**src/rtl/tt_um_emern_vga_pkg.sv**
```systemverilog
// Shared raster timing constants and helpers for the VGA timing generator.
package tt_um_emern_vga_pkg;

    // Default 640x480 @ 60 Hz mode, in pixels and lines
    localparam int unsigned DEF_H_ACTIVE = 640;
    localparam int unsigned DEF_H_FP     = 16;
    localparam int unsigned DEF_H_SYNC   = 96;
    localparam int unsigned DEF_H_BP     = 48;
    localparam int unsigned DEF_V_ACTIVE = 480;
    localparam int unsigned DEF_V_FP     = 10;
    localparam int unsigned DEF_V_SYNC   = 2;
    localparam int unsigned DEF_V_BP     = 33;

    // Sync assertion level
    localparam bit SYNC_ACTIVE_LOW  = 1'b0;
    localparam bit SYNC_ACTIVE_HIGH = 1'b1;

    // Total count of one axis (active + porches + sync)
    function automatic int unsigned vga_total(input int unsigned active, input int unsigned fp,
                                              input int unsigned sync, input int unsigned bp);
        return active + fp + sync + bp;
    endfunction

    // Counter width able to hold 0..n-1, never narrower than one bit
    function automatic int unsigned vga_width(input int unsigned n);
        return (n > 1) ? $clog2(n) : 1;
    endfunction

endpackage

```
**src/rtl/tt_um_emern_tick_div.sv**
```systemverilog
// Pixel-clock prescaler: tick_o is high on one clock out of every PIX_DIV.
module tt_um_emern_tick_div
    import tt_um_emern_vga_pkg::*;
#(
    parameter int unsigned PIX_DIV = 1
) (
    input  logic clk,
    input  logic rst,
    input  logic clr_i,
    output logic tick_o
);

    localparam int unsigned CW = vga_width(PIX_DIV);
    localparam logic [CW-1:0] TC = CW'(PIX_DIV - 1);

    if (PIX_DIV < 1) begin : g_bad_pix_div
        $error("PIX_DIV must be at least 1");
    end

    logic [CW-1:0] count_q, count_d;

    // Terminal count raises the tick; with PIX_DIV = 1 the count stays 0 so tick is constant
    always_comb begin
        tick_o  = (count_q == TC);
        count_d = (clr_i || tick_o) ? '0 : count_q + 1'b1;
    end

    // Prescaler count register
    always_ff @(posedge clk) begin
        if (rst) begin
            count_q <= '0;
        end else begin
            count_q <= count_d;
        end
    end

endmodule

```
**src/rtl/tt_um_emern_vga_timing.sv**
```systemverilog
// Parametrised raster timing generator: counters, syncs, blanking, command window, strobes.
module tt_um_emern_vga_timing
    import tt_um_emern_vga_pkg::*;
#(
    parameter int unsigned H_ACTIVE  = DEF_H_ACTIVE,
    parameter int unsigned H_FP      = DEF_H_FP,
    parameter int unsigned H_SYNC    = DEF_H_SYNC,
    parameter int unsigned H_BP      = DEF_H_BP,
    parameter int unsigned V_ACTIVE  = DEF_V_ACTIVE,
    parameter int unsigned V_FP      = DEF_V_FP,
    parameter int unsigned V_SYNC    = DEF_V_SYNC,
    parameter int unsigned V_BP      = DEF_V_BP,
    parameter bit          SYNC_POL  = SYNC_ACTIVE_LOW,
    parameter int unsigned PIX_DIV   = 1,
    parameter int unsigned CMD_LINES = 8,
    parameter int unsigned FRAME_W   = 8,
    localparam int unsigned H_TOTAL  = vga_total(H_ACTIVE, H_FP, H_SYNC, H_BP),
    localparam int unsigned V_TOTAL  = vga_total(V_ACTIVE, V_FP, V_SYNC, V_BP),
    localparam int unsigned HW       = vga_width(H_TOTAL),
    localparam int unsigned VW       = vga_width(V_TOTAL)
) (
    input  logic               clk,
    input  logic               rst,
    input  logic               run,
    output logic [HW-1:0]      col_counter,
    output logic [VW-1:0]      row_counter,
    output logic               h_sync,
    output logic               v_sync,
    output logic               screen_inactive,
    output logic               cmd_en,
    output logic               line_start,
    output logic               frame_start,
    output logic [FRAME_W-1:0] frame_count
);

    localparam int unsigned H_SYNC_START = H_ACTIVE + H_FP;
    localparam int unsigned H_SYNC_END   = H_ACTIVE + H_FP + H_SYNC;
    localparam int unsigned V_SYNC_START = V_ACTIVE + V_FP;
    localparam int unsigned V_SYNC_END   = V_ACTIVE + V_FP + V_SYNC;
    localparam int unsigned CMD_END      = V_ACTIVE + CMD_LINES;

    if (CMD_LINES < 1 || CMD_LINES > V_FP + V_SYNC + V_BP) begin : g_bad_cmd_lines
        $error("CMD_LINES must lie in 1..V_FP+V_SYNC+V_BP");
    end

    logic tick;
    logic adv, col_wrap, row_wrap;
    logic h_act, v_act;

    logic [HW-1:0]      col_q, col_d;
    logic [VW-1:0]      row_q, row_d;
    logic [FRAME_W-1:0] frame_q, frame_d;
    logic               h_sync_q, h_sync_d;
    logic               v_sync_q, v_sync_d;
    logic               inactive_q, inactive_d;
    logic               cmd_en_q, cmd_en_d;
    logic               line_start_q, line_start_d;
    logic               frame_start_q, frame_start_d;

    // Stopping the raster clears the prescaler so a restart begins a full pixel period
    tt_um_emern_tick_div #(
        .PIX_DIV(PIX_DIV)
    ) u_tick_div (
        .clk   (clk),
        .rst   (rst),
        .clr_i (~run),
        .tick_o(tick)
    );

    // Counter next-state: column wraps into row, row wraps into frame count
    always_comb begin
        adv      = run && tick;
        col_wrap = (col_q == HW'(H_TOTAL - 1));
        row_wrap = (row_q == VW'(V_TOTAL - 1));
        col_d    = col_q;
        row_d    = row_q;
        frame_d  = frame_q;
        if (adv) begin
            if (col_wrap) begin
                col_d = '0;
                if (row_wrap) begin
                    row_d   = '0;
                    frame_d = frame_q + 1'b1;
                end else begin
                    row_d = row_q + 1'b1;
                end
            end else begin
                col_d = col_q + 1'b1;
            end
        end
    end

    // Output decode from next-state counters so flags and counters update on the same edge
    always_comb begin
        h_act = (32'(col_d) >= H_SYNC_START) && (32'(col_d) < H_SYNC_END);
        v_act = (32'(row_d) >= V_SYNC_START) && (32'(row_d) < V_SYNC_END);
        h_sync_d      = !SYNC_POL;
        v_sync_d      = !SYNC_POL;
        inactive_d    = 1'b1;
        cmd_en_d      = 1'b1;
        line_start_d  = 1'b0;
        frame_start_d = 1'b0;
        if (run) begin
            h_sync_d      = h_act ? SYNC_POL : !SYNC_POL;
            v_sync_d      = v_act ? SYNC_POL : !SYNC_POL;
            inactive_d    = (32'(col_d) >= H_ACTIVE) || (32'(row_d) >= V_ACTIVE);
            cmd_en_d      = (32'(row_d) >= V_ACTIVE) && (32'(row_d) < CMD_END);
            line_start_d  = adv && col_wrap;
            frame_start_d = adv && col_wrap && row_wrap;
        end
    end

    // State and output registers; reset wins over run
    always_ff @(posedge clk) begin
        if (rst) begin
            col_q         <= '0;
            row_q         <= '0;
            frame_q       <= '0;
            h_sync_q      <= !SYNC_POL;
            v_sync_q      <= !SYNC_POL;
            inactive_q    <= 1'b0;
            cmd_en_q      <= 1'b0;
            line_start_q  <= 1'b0;
            frame_start_q <= 1'b0;
        end else begin
            col_q         <= col_d;
            row_q         <= row_d;
            frame_q       <= frame_d;
            h_sync_q      <= h_sync_d;
            v_sync_q      <= v_sync_d;
            inactive_q    <= inactive_d;
            cmd_en_q      <= cmd_en_d;
            line_start_q  <= line_start_d;
            frame_start_q <= frame_start_d;
        end
    end

    assign col_counter     = col_q;
    assign row_counter     = row_q;
    assign frame_count     = frame_q;
    assign h_sync          = h_sync_q;
    assign v_sync          = v_sync_q;
    assign screen_inactive = inactive_q;
    assign cmd_en          = cmd_en_q;
    assign line_start      = line_start_q;
    assign frame_start     = frame_start_q;

endmodule

```
**config.mk**
```make
export PLATFORM = sky130hd
export DESIGN_NAME = tt_um_emern_vga_timing
export DESIGN_NICKNAME = d
export VERILOG_FILES = /design/src/rtl/tt_um_emern_vga_pkg.sv /design/src/rtl/tt_um_emern_tick_div.sv /design/src/rtl/tt_um_emern_vga_timing.sv
export SDC_FILE = /design/constraint.sdc
export NUM_CORES = 1
export LEC_CHECK = 0
export ABC_AREA = 1
export CORE_MARGIN = 2
export CORE_UTILIZATION = 44
export DETAILED_ROUTE_END_ITERATION = 6
export PLACE_DENSITY = 0.7
export SKIP_LAST_GASP = 1
export SLEW_MARGIN = 20
export SYNTH_ARGS = -nofsm -noshare
export SYNTH_HDL_FRONTEND = slang
export SYNTH_SLANG_ARGS = --single-unit
```
**constraint.sdc**
```tcl
create_clock -name clk -period 2.3 [get_ports clk]
set_clock_uncertainty 0.05 [all_clocks]
set_input_delay 0.46 -clock clk [delete_from_list [all_inputs] [get_ports clk]]
set_output_delay 0.46 -clock clk [all_outputs]
set_load 0.02 [all_outputs]
```
Word level (Yosys, flattened, before mapping) --
Index checks and enable logic that the tools add are counted.
Storage, ports and cells: flip-flop bits (word level) 35, input bits 3
Operators by class: add/subtract/negate cells 4, magnitude comparators 7, eq/ne operators 2, multiplexer cells 9, bitwise logic cells 2, reductions and logical operators 11
Operators by type and width (number):
- 10-bit 2-to-1 mux | 5
- 10-bit by 1-bit adder with 10-bit output, second input constant | 2
- 10-bit equality test, second input constant | 2
- 10-bit greater-or-equal comparator, second input constant | 2
- 10-bit by 9-bit greater-or-equal comparator with 1-bit output, second input constant | 2
- 10-bit by 9-bit less-than comparator with 1-bit output, second input constant | 2
- 10-bit less-than comparator, second input constant | 1
- 8-bit by 1-bit adder with 8-bit output, second input constant | 1
- 1-bit logical AND | 6
- 1-bit 2-to-1 mux | 4
- 2-bit OR reduction | 2
- 3-bit AND reduction | 1
- 1-bit logical OR | 2
- 1-bit inverter | 2
- 1-bit adder, second input constant | 1

Logic depth before layout (Yosys ltp) --
Gate-level depths: netlist of the first run.
depth in word-level cells 7, gate-level depth with buffers 15, gate-level depth less buffers 15

Cells and area by module --
Synthesis of the first run repeated with hierarchy kept, for this count alone.
Unflattened totals: cell total of the unflattened synthesis 267, area total of the unflattened synthesis 1911.8 um2
By module, submodules not included:
- tt_um_emern_vga_timing | times used 1, cells each 264, area an instance 1884.3 um2
- tt_um_emern_tick_div | times used 1, cells each 3, area an instance 27.5 um2

Worst setup path before layout of the first run --
No wires, ideal clock.
kind reg2reg, start register col_q[0] (netlist: col_counter[0]), end register frame_q[7] (netlist: frame_count[7]), setup time 0.115 ns, arrival time 1.738 ns, setup slack 0.397 ns, cell stages (with the launch flop) 11, path buffers 0, clock period less this slack 1.903 ns, cells stage by stage dfxtp_1 > ha_1 > nand2_1 > nor2_2 > nand3_4 > nor2_4 > nand4_1 > nor2_2 > nand4_1 > nand2_1 > nor2_1
On the way: word-level cells in the longest chain between the ends 2
Ends and longest elaborated chain:
- start, declared | RTL line tt_um_emern_vga_timing.sv:50 | logic [HW-1:0] col_q, col_d;
- start signal, assigned | RTL line tt_um_emern_vga_timing.sv:126 | col_q <= col_d;
- 10-bit equality test | RTL line tt_um_emern_vga_timing.sv:73 | col_wrap = (col_q == HW'(H_TOTAL - 1));
- 3-bit AND reduction (no line)
- end signal, assigned | RTL line tt_um_emern_vga_timing.sv:128 | frame_q <= frame_d;
- end, declared | RTL line tt_um_emern_vga_timing.sv:52 | logic [FRAME_W-1:0] frame_q, frame_d;
No other way between the ends. A chain may end at the register's enable or synchronous reset.

Worst setup path after layout of the first run --
start register col_q[0] (netlist: col_counter[0]), end register cmd_en_q (netlist: cmd_en)
On the way: word-level cells in the longest chain between the ends 6, elaborated cells between the ends (all ways) 7
Ends and longest elaborated chain:
- 10-bit equality test (*) | RTL line tt_um_emern_vga_timing.sv:73
- 10-bit 2-to-1 mux (*) | RTL line tt_um_emern_vga_timing.sv:79 | if (col_wrap) begin
- 10-bit 2-to-1 mux (*) | RTL line tt_um_emern_vga_timing.sv:78 | if (adv) begin
- 10-bit by 9-bit greater-or-equal comparator with 1-bit output or 10-bit by 9-bit less-than comparator with 1-bit output (tied branches) | RTL line tt_um_emern_vga_timing.sv:107 | cmd_en_d = (32'(row_d) >= V_ACTIVE) && (32'(row_d) < CMD_END);
- 1-bit logical AND (*) | RTL line tt_um_emern_vga_timing.sv:107
- 1-bit 2-to-1 mux (*) | RTL line tt_um_emern_vga_timing.sv:103 | if (run) begin
- end signal, assigned | RTL line tt_um_emern_vga_timing.sv:132 | cmd_en_q <= cmd_en_d;
- end, declared | RTL line tt_um_emern_vga_timing.sv:56 | logic cmd_en_q, cmd_en_d;
Mark *: on every way between the ends. The rest lies on a longest branch, timed or not.

==> impl_results.md, run 1 <==
* Die Ht at just under 70 µm
* Total number of vias at 1830
* Critical-path top delay cell: dfxtp_1
* Drt drc at 0
* Post-CTS sizing at 0
* WHS at roughly 440 ps
* Worst Path Buf+Inv at 0
* Setup violators final at 0
* Cells after DPL at 370
* Routed Wire Length at approximately 4400 µm
* Yosys cell types at 29
* Register area at 701 µm²
* Cell count after synthesis at around 280
* Crit Path Class: reg2reg
* TritonCTS buffer count at 5
* Setup TNS Final at 0 ps
* Initial antenna violation count at 0
* Vias per cell at between 4 and 5
* CP peak stage delay at 420 ps
* Site Rows at 23
* Nature of the critical path endpoint: register
* Post-DRT Antenna Nets at 0
* Fin crit period at roughly 2000 ps
* Synthesized area per cell at a little under 7 µm²
* Die width at about 69 µm
* Hold Fails Final Rpt at 0
* Number of synthesized register bits at 35
* PnR worst setup slack at slightly below 300 ps
* Hold Crit Depth at 2
* Clk_lat worst skew at approximately 290 ps
* Global-route wire length before repair at ~7200 µm
* CTS clock-pin slew for the worst setup and hold paths at around 70 ps
* Hold wc startpoint: col_counter[2]
* Post-Syn Area at about 1900 µm²
* DRT iter0 DRCs at around 120
* Crit-path cells: ha_1 > nand2_1 > nor2_2 > nand3_1 > nor2_1 > a21oi_1 > nor2_1 > nand4_1 > a21oi_1
* Critical Path Source: col_counter[0]
* Ant. Diodes at 0
* H-tree depth at 2
* Count of clock tree sinks at 35
* Crit Path Max Fanout at 6
* Area of the multi-input gates at 1000 µm²
* Final nets at 334
* Unrepaired setup endpoints after global routing: false
* Hold/Removal Path Class: reg2reg
* GRT overflow at 0
* Flop2flop setup slack at a little under 300 ps
* Total chip power at ~1.1 mW
* PortBufs at 36
* I/O pin count at 37
* Starting density of the core at 0.461
* Vias in the first global route at between 1500 and 2000
* Routed WL per cell at around 12 µm
* Synth top area share at 0.378
* Root buf cell: clkbuf_8
* Max-slew violations at 0
* HPWL after detailed placement at 3390 µm
* Area leader, netlist: dfxtp_1
* CP arrival at between 2000 and 2500 ps
* Crit start category: register
* GR Util All Layers at 0.206
* Hold_buf cts at 0
* Largest cells by area after synthesis: dfxtp_1, nand2_1, nor2_1
* Proportion of layout cells with a drive suffix above 1 at 0.116
* Achievable frequency at roughly 500 MHz
* Setup Buffers After CTS at 0
* Worst slack at placement at approximately 22 ps
* Layout Cells excl Fill at approximately 380
* Final instance area at approximately 2400 µm²
* Longest Clk Path Bufs at 2
* Synth warnings at 0
* Pwr/cell area at roughly 460 nW/µm²
* Die Area at around 4800 µm²
* Core box area at 4030 µm²
* Post-place instance area at 2350 µm²
* Worst R2R End: cmd_en
* Largest net degree at the start of global routing at 12
* Peak VDD IR at 0.000316 V
* Hold Path Sink: col_counter[2]
* Register area share after synthesis at 0.378
* P_leak at approximately 0.99 nW
* Cell family with most CP delay: simple AND/OR/NAND/NOR gates
* FF-to-FF path depth at 9
* Area Overhead vs Synth at 31.0%
* Worst r2r src: col_counter[0]
* CP required at roughly 2500 ps
* # fillers at between 300 and 400
* Period utilization at 0.872
* DR pass1 iterations at 4
* Maximum Capacitance Violations at 0
* CTS tree: yes
* Util after Layout at 0.603
* Routability cong. at between 0.8 and 0.9
* Status: finished clean
* Syn Nets at 283
-- logic make-up after synthesis --
group / synth area share
compound gates: 0.0809
xor+xnor: 0.0142
fa+ha+maj: 0.0270
buf+inv: 0.0829
flops: 0.378
other cells: 0.00202
simple gates: 0.415
-- routing by layer --
metal | track usage | part of all wire | up-vias
met1 | 0.292 | 0.53 | 802
met2 | 0.293 | 0.40 | 40
li1 | - | - | 983
met5 | 0 | 0 | -
met3 | 0.0747 | 0.054 | 5
met4 | 0.0539 | 0.010 | 0
-- layout by cell type, fill, tap and decap left out, types with 4 or more instances in the layout --
| cell | Yosys | layout |
|---|---|---|
| clkdlybuf4s50_1 | 0 | 36 |
| nand3_1 | 19 | 19 |
| inv_1 | 34 | 34 |
| buf_4 | 0 | 10 |
| nor2_1 | 41 | 41 |
| dfxtp_1 | 35 | 35 |
| nor3_1 | 7 | 7 |
| nor2_2 | 8 | 8 |
| clkbuf_8 | 0 | 5 |
| nand4_1 | 9 | 9 |
| ha_1 | 4 | 4 |
| o21ai_0 | 9 | 9 |
| nor2_4 | 4 | 4 |
| a21oi_1 | 14 | 14 |
| nand2_1 | 68 | 68 |
-- worst max path at each step --
stage,end,cells after the start
after floorplan,frame_count[7],10
after global placement,h_sync,8
after detailed placement,h_sync,8
after CTS,cmd_en,9
after global routing,screen_inactive,11
final,cmd_en,9
-- power by group --
| part | internal [mW] | switching (mW) |
|---|---|---|
| Clock | 0.211 | 0.222 |
| Combinational | 0.0313 | 0.0442 |
| Sequential | 0.612 | 0.00643 |
| Total | 0.855 | 0.272 |
-- cell usage after synthesis (all sizes together) --
library cell and instances:
nand2 69, nor2 53, inv 37, dfxtp 35
nand3 20, a21oi 14, o21ai 11, nand4 10
nor3 9, ha 4, xor2 3, clkbuf 2
clkinv 2, a211oi 1, a31oi 1, and3 1
conb 1, nor4 1, o21a 1, or2 1
-- sequential cells by signal (all words and copies together), names as in the netlist --
register and cells:
cmd_en 1, screen_inactive 1, frame_start 1, col_counter 10, frame_count 8, line_start 1, h_sync 1, v_sync 1
row_counter 10, u_tick_div.count_q 1
-- area by class of cell --
cell class                      instances  area share
Timing Repair Buffer                   46       0.179
Tap cell                               50      0.0257
Sequential cell                        35       0.288
Clock inverter                          2     0.00515
Clock buffer                            6      0.0299
Inverter                               39      0.0602
Multi-Input combinational cell        200       0.412
-- worst register-to-register path: stages, from the launching register on --
cell	delay [ps]
dfxtp_1	420
ha_1	190
nand2_1	120
nor2_2	180
nand3_1	200
nor2_1	220
a21oi_1	110
nor2_1	190
nand4_1	120
a21oi_1	130
Power figures use the tool's default switching activity.
==> inputs of run 2 (changes only) <==
Settings changed: CTS_CLUSTER_SIZE set to 30.
==> results of run 2 <==
No change in the layout: final DEF, timing and power equal those of run 1.
==> inputs of run 3 (changes only) <==
Settings changed: REMOVE_ABC_BUFFERS set to 1.
==> run 3 against run 2 <==
Compared with the run above:
- routed wire length up 2.5%
- sequential cell count unchanged
- sequential power is essentially flat
- critical path type unchanged
- critical endpoint unchanged
- largest power group unchanged
==> impl_results.md, run 3 (synthesis gave the netlist of run 1 again) <==
* Setup violators final at 0 (unchanged)
* GR peak layer: met2 (unchanged)
* Starting density of the core at 0.461 (unchanged)
* Fin crit period at 1980 ps (was 2010 ps)
* Crit Path Class: reg2reg (unchanged)
* Core box area at 4030 µm² (unchanged)
* Nature of the critical path endpoint: register (unchanged)
* Total number of vias at 1889 (was 1830)
* HPWL after detailed placement at 3530 µm (was 3390 µm)
* GRT met1 Usage at 0.283 (was 0.292)
* Critical Path End: cmd_en (unchanged)
* Root buf cell: clkbuf_8 (unchanged)
* Peak VDD IR at 0.000245 V (was 0.000316 V)
* Most frequent cells in the layout: nand2_1, nor2_1, clkdlybuf4s50_1 (unchanged)
* Post-CTS sizing at 0 (unchanged)
* Routed WL per cell at 11.8 µm (was 11.5 µm)
* Cells after DPL at 372 (was 370)
* GR Util met2 at 0.323 (was 0.293)
* DR pass1 iterations at 4 (unchanged)
* GR Util All Layers at 0.208 (was 0.206)
* Worst r2r src: col_counter[1] (was col_counter[0])
* Site Rows at 23 (unchanged)
* CP arrival at 2150 ps (was 2180 ps)
* Hold Crit Depth at 2 (unchanged)
* Critical Path Source: col_counter[1] (was col_counter[0])
* GRT overflow at 0 (unchanged)
* FF-to-FF path depth at 11 (was 9)
* Vias in the first global route at 1643 (was 1583)
* Hold/Removal Path Class: reg2reg (unchanged)
* Commonest non-fill, non-tap cell in the layout: nand2_1 (unchanged)
* I/O pin count at 37 (unchanged)
* Vias per cell at 4.97 (was 4.84)
* Initial antenna violation count at 0 (unchanged)
* Final nets at 336 (was 334)
* Hold_buf cts at 0 (unchanged)
* Maximum Capacitance Violations at 0 (unchanged)
* Largest net degree at the start of global routing at 15 (was 12)
* DRT iter0 DRCs at 170 (was 119)
* Crit start category: register (unchanged)
* Die Area at 4750 µm² (unchanged)
* Proportion of layout cells with a drive suffix above 1 at 0.118 (was 0.116)
* Clk_lat worst skew at 280 ps (was 290 ps)
* P_leak at 1.00 nW (was 0.991 nW)
* Count of clock tree sinks at 35 (unchanged)
* Routability cong. at 0.851 (was 0.894)
* Flop2flop setup slack at 320 ps (was 290 ps)
* Post-DRT Antenna Nets at 0 (unchanged)
* Drt drc at 0 (unchanged)
* Unrepaired setup endpoints after global routing: false (unchanged)
* Die width at 68.9 µm (unchanged)
* Ant. Diodes at 0 (unchanged)
* Max-slew violations at 0 (unchanged)
* Die Ht at 68.9 µm (unchanged)
* Period utilization at 0.863 (was 0.872)
* Global-route wire length before repair at 7330 µm (was 7170 µm)
* Routed Wire Length at 4470 µm (was 4360 µm)
* PortBufs at 36 (unchanged)
* TritonCTS buffer count at 5 (unchanged)
* Status: finished clean (unchanged)
* Setup TNS Final at 0 ps (unchanged)
* Met3 Usage GRT at 0.0422 (was 0.0747)
* Area Overhead vs Synth at 31.6% (was 31.0%)
* Layout Cells excl Fill at 380 (was 378)
* Setup Buffers After CTS at 0 (unchanged)
* Longest Clk Path Bufs at 2 (unchanged)
* Worst R2R End: cmd_en (unchanged)
* Crit Path Max Fanout at 5 (was 6)
* Pwr/cell area at 457 nW/µm² (was 464 nW/µm²)
* CTS clock-pin slew for the worst setup and hold paths at 70 ps (about the same)
* CP required at 2460 ps (was 2470 ps)
* Hold Fails Final Rpt at 0 (unchanged)
* H-tree depth at 2 (unchanged)
* CTS tree: yes (unchanged)
* Achievable frequency at 504 MHz (was 499 MHz)
-- run 3: per-stage QoR --
| stage | power [mW] | instance area (µm²) | setup slack, ps | hold WS, ps | util |
|---|---|---|---|---|---|
| global route | 1.17 | 2440 | 10.9 | 466 | 0.606 |
| global placement | 0.706 | 2360 | 80.6 | 426 | 0.586 |
| floorplan | 0.667 | 1850 | 399 | 479 | - |
| finish | 1.12 | 2440 | 316 | 435 | 0.606 |
| CTS | 1.12 | 2440 | 320 | 441 | 0.606 |
| detailed placement | 0.707 | 2360 | 27.7 | 430 | 0.586 |
-- run 3: routing by layer --
layer / wire (µm) / vias to the layer above
li1: - / 984
met1: 2160 / 838
met2: 1980 / 58
met3: 253 / 9
met4: 76 / 0
met5: 0 / -
-- run 3: how the worst min path moves through the flow --
stage | start | end | slack (ps)
floorplan | rst | cmd_en | 480
global placement | frame_count[6] | frame_count[6] | 430
detailed placement | col_counter[2] | col_counter[2] | 430
CTS | col_counter[2] | col_counter[2] | 440
global route | col_counter[2] | col_counter[2] | 470
finish | col_counter[2] | col_counter[2] | 440
-- run 3: layout make-up --
type                    count  area [µm²]
clock buffers               7        76.3
clock inverters             1        5.00
fillers                   411        1590
inverters                  39         146
multi-input cells         200        1000
flip-flops and latches     35         701
well taps                  50        62.6
repair buffers             48         450
-- run 3: where the power goes --
part / switching, mW / internal [mW] / total, mW
sequential: 0.00526 / 0.612 / 0.618
combinational: 0.0435 / 0.0316 / 0.0751
clock: 0.211 / 0.212 / 0.424
total: 0.260 / 0.856 / 1.12
-- run 3: worst max-delay path: stages (launching register included) --
cell and delay, ps:
dfxtp_1 370, ha_1 180, nand2_1 110, nor2_2 180, nand3_1 200, nor2_1 260
nand2_1 110, nand2_1 100, nand2_1 80, inv_1 60, nand4_1 70, a21oi_1 150
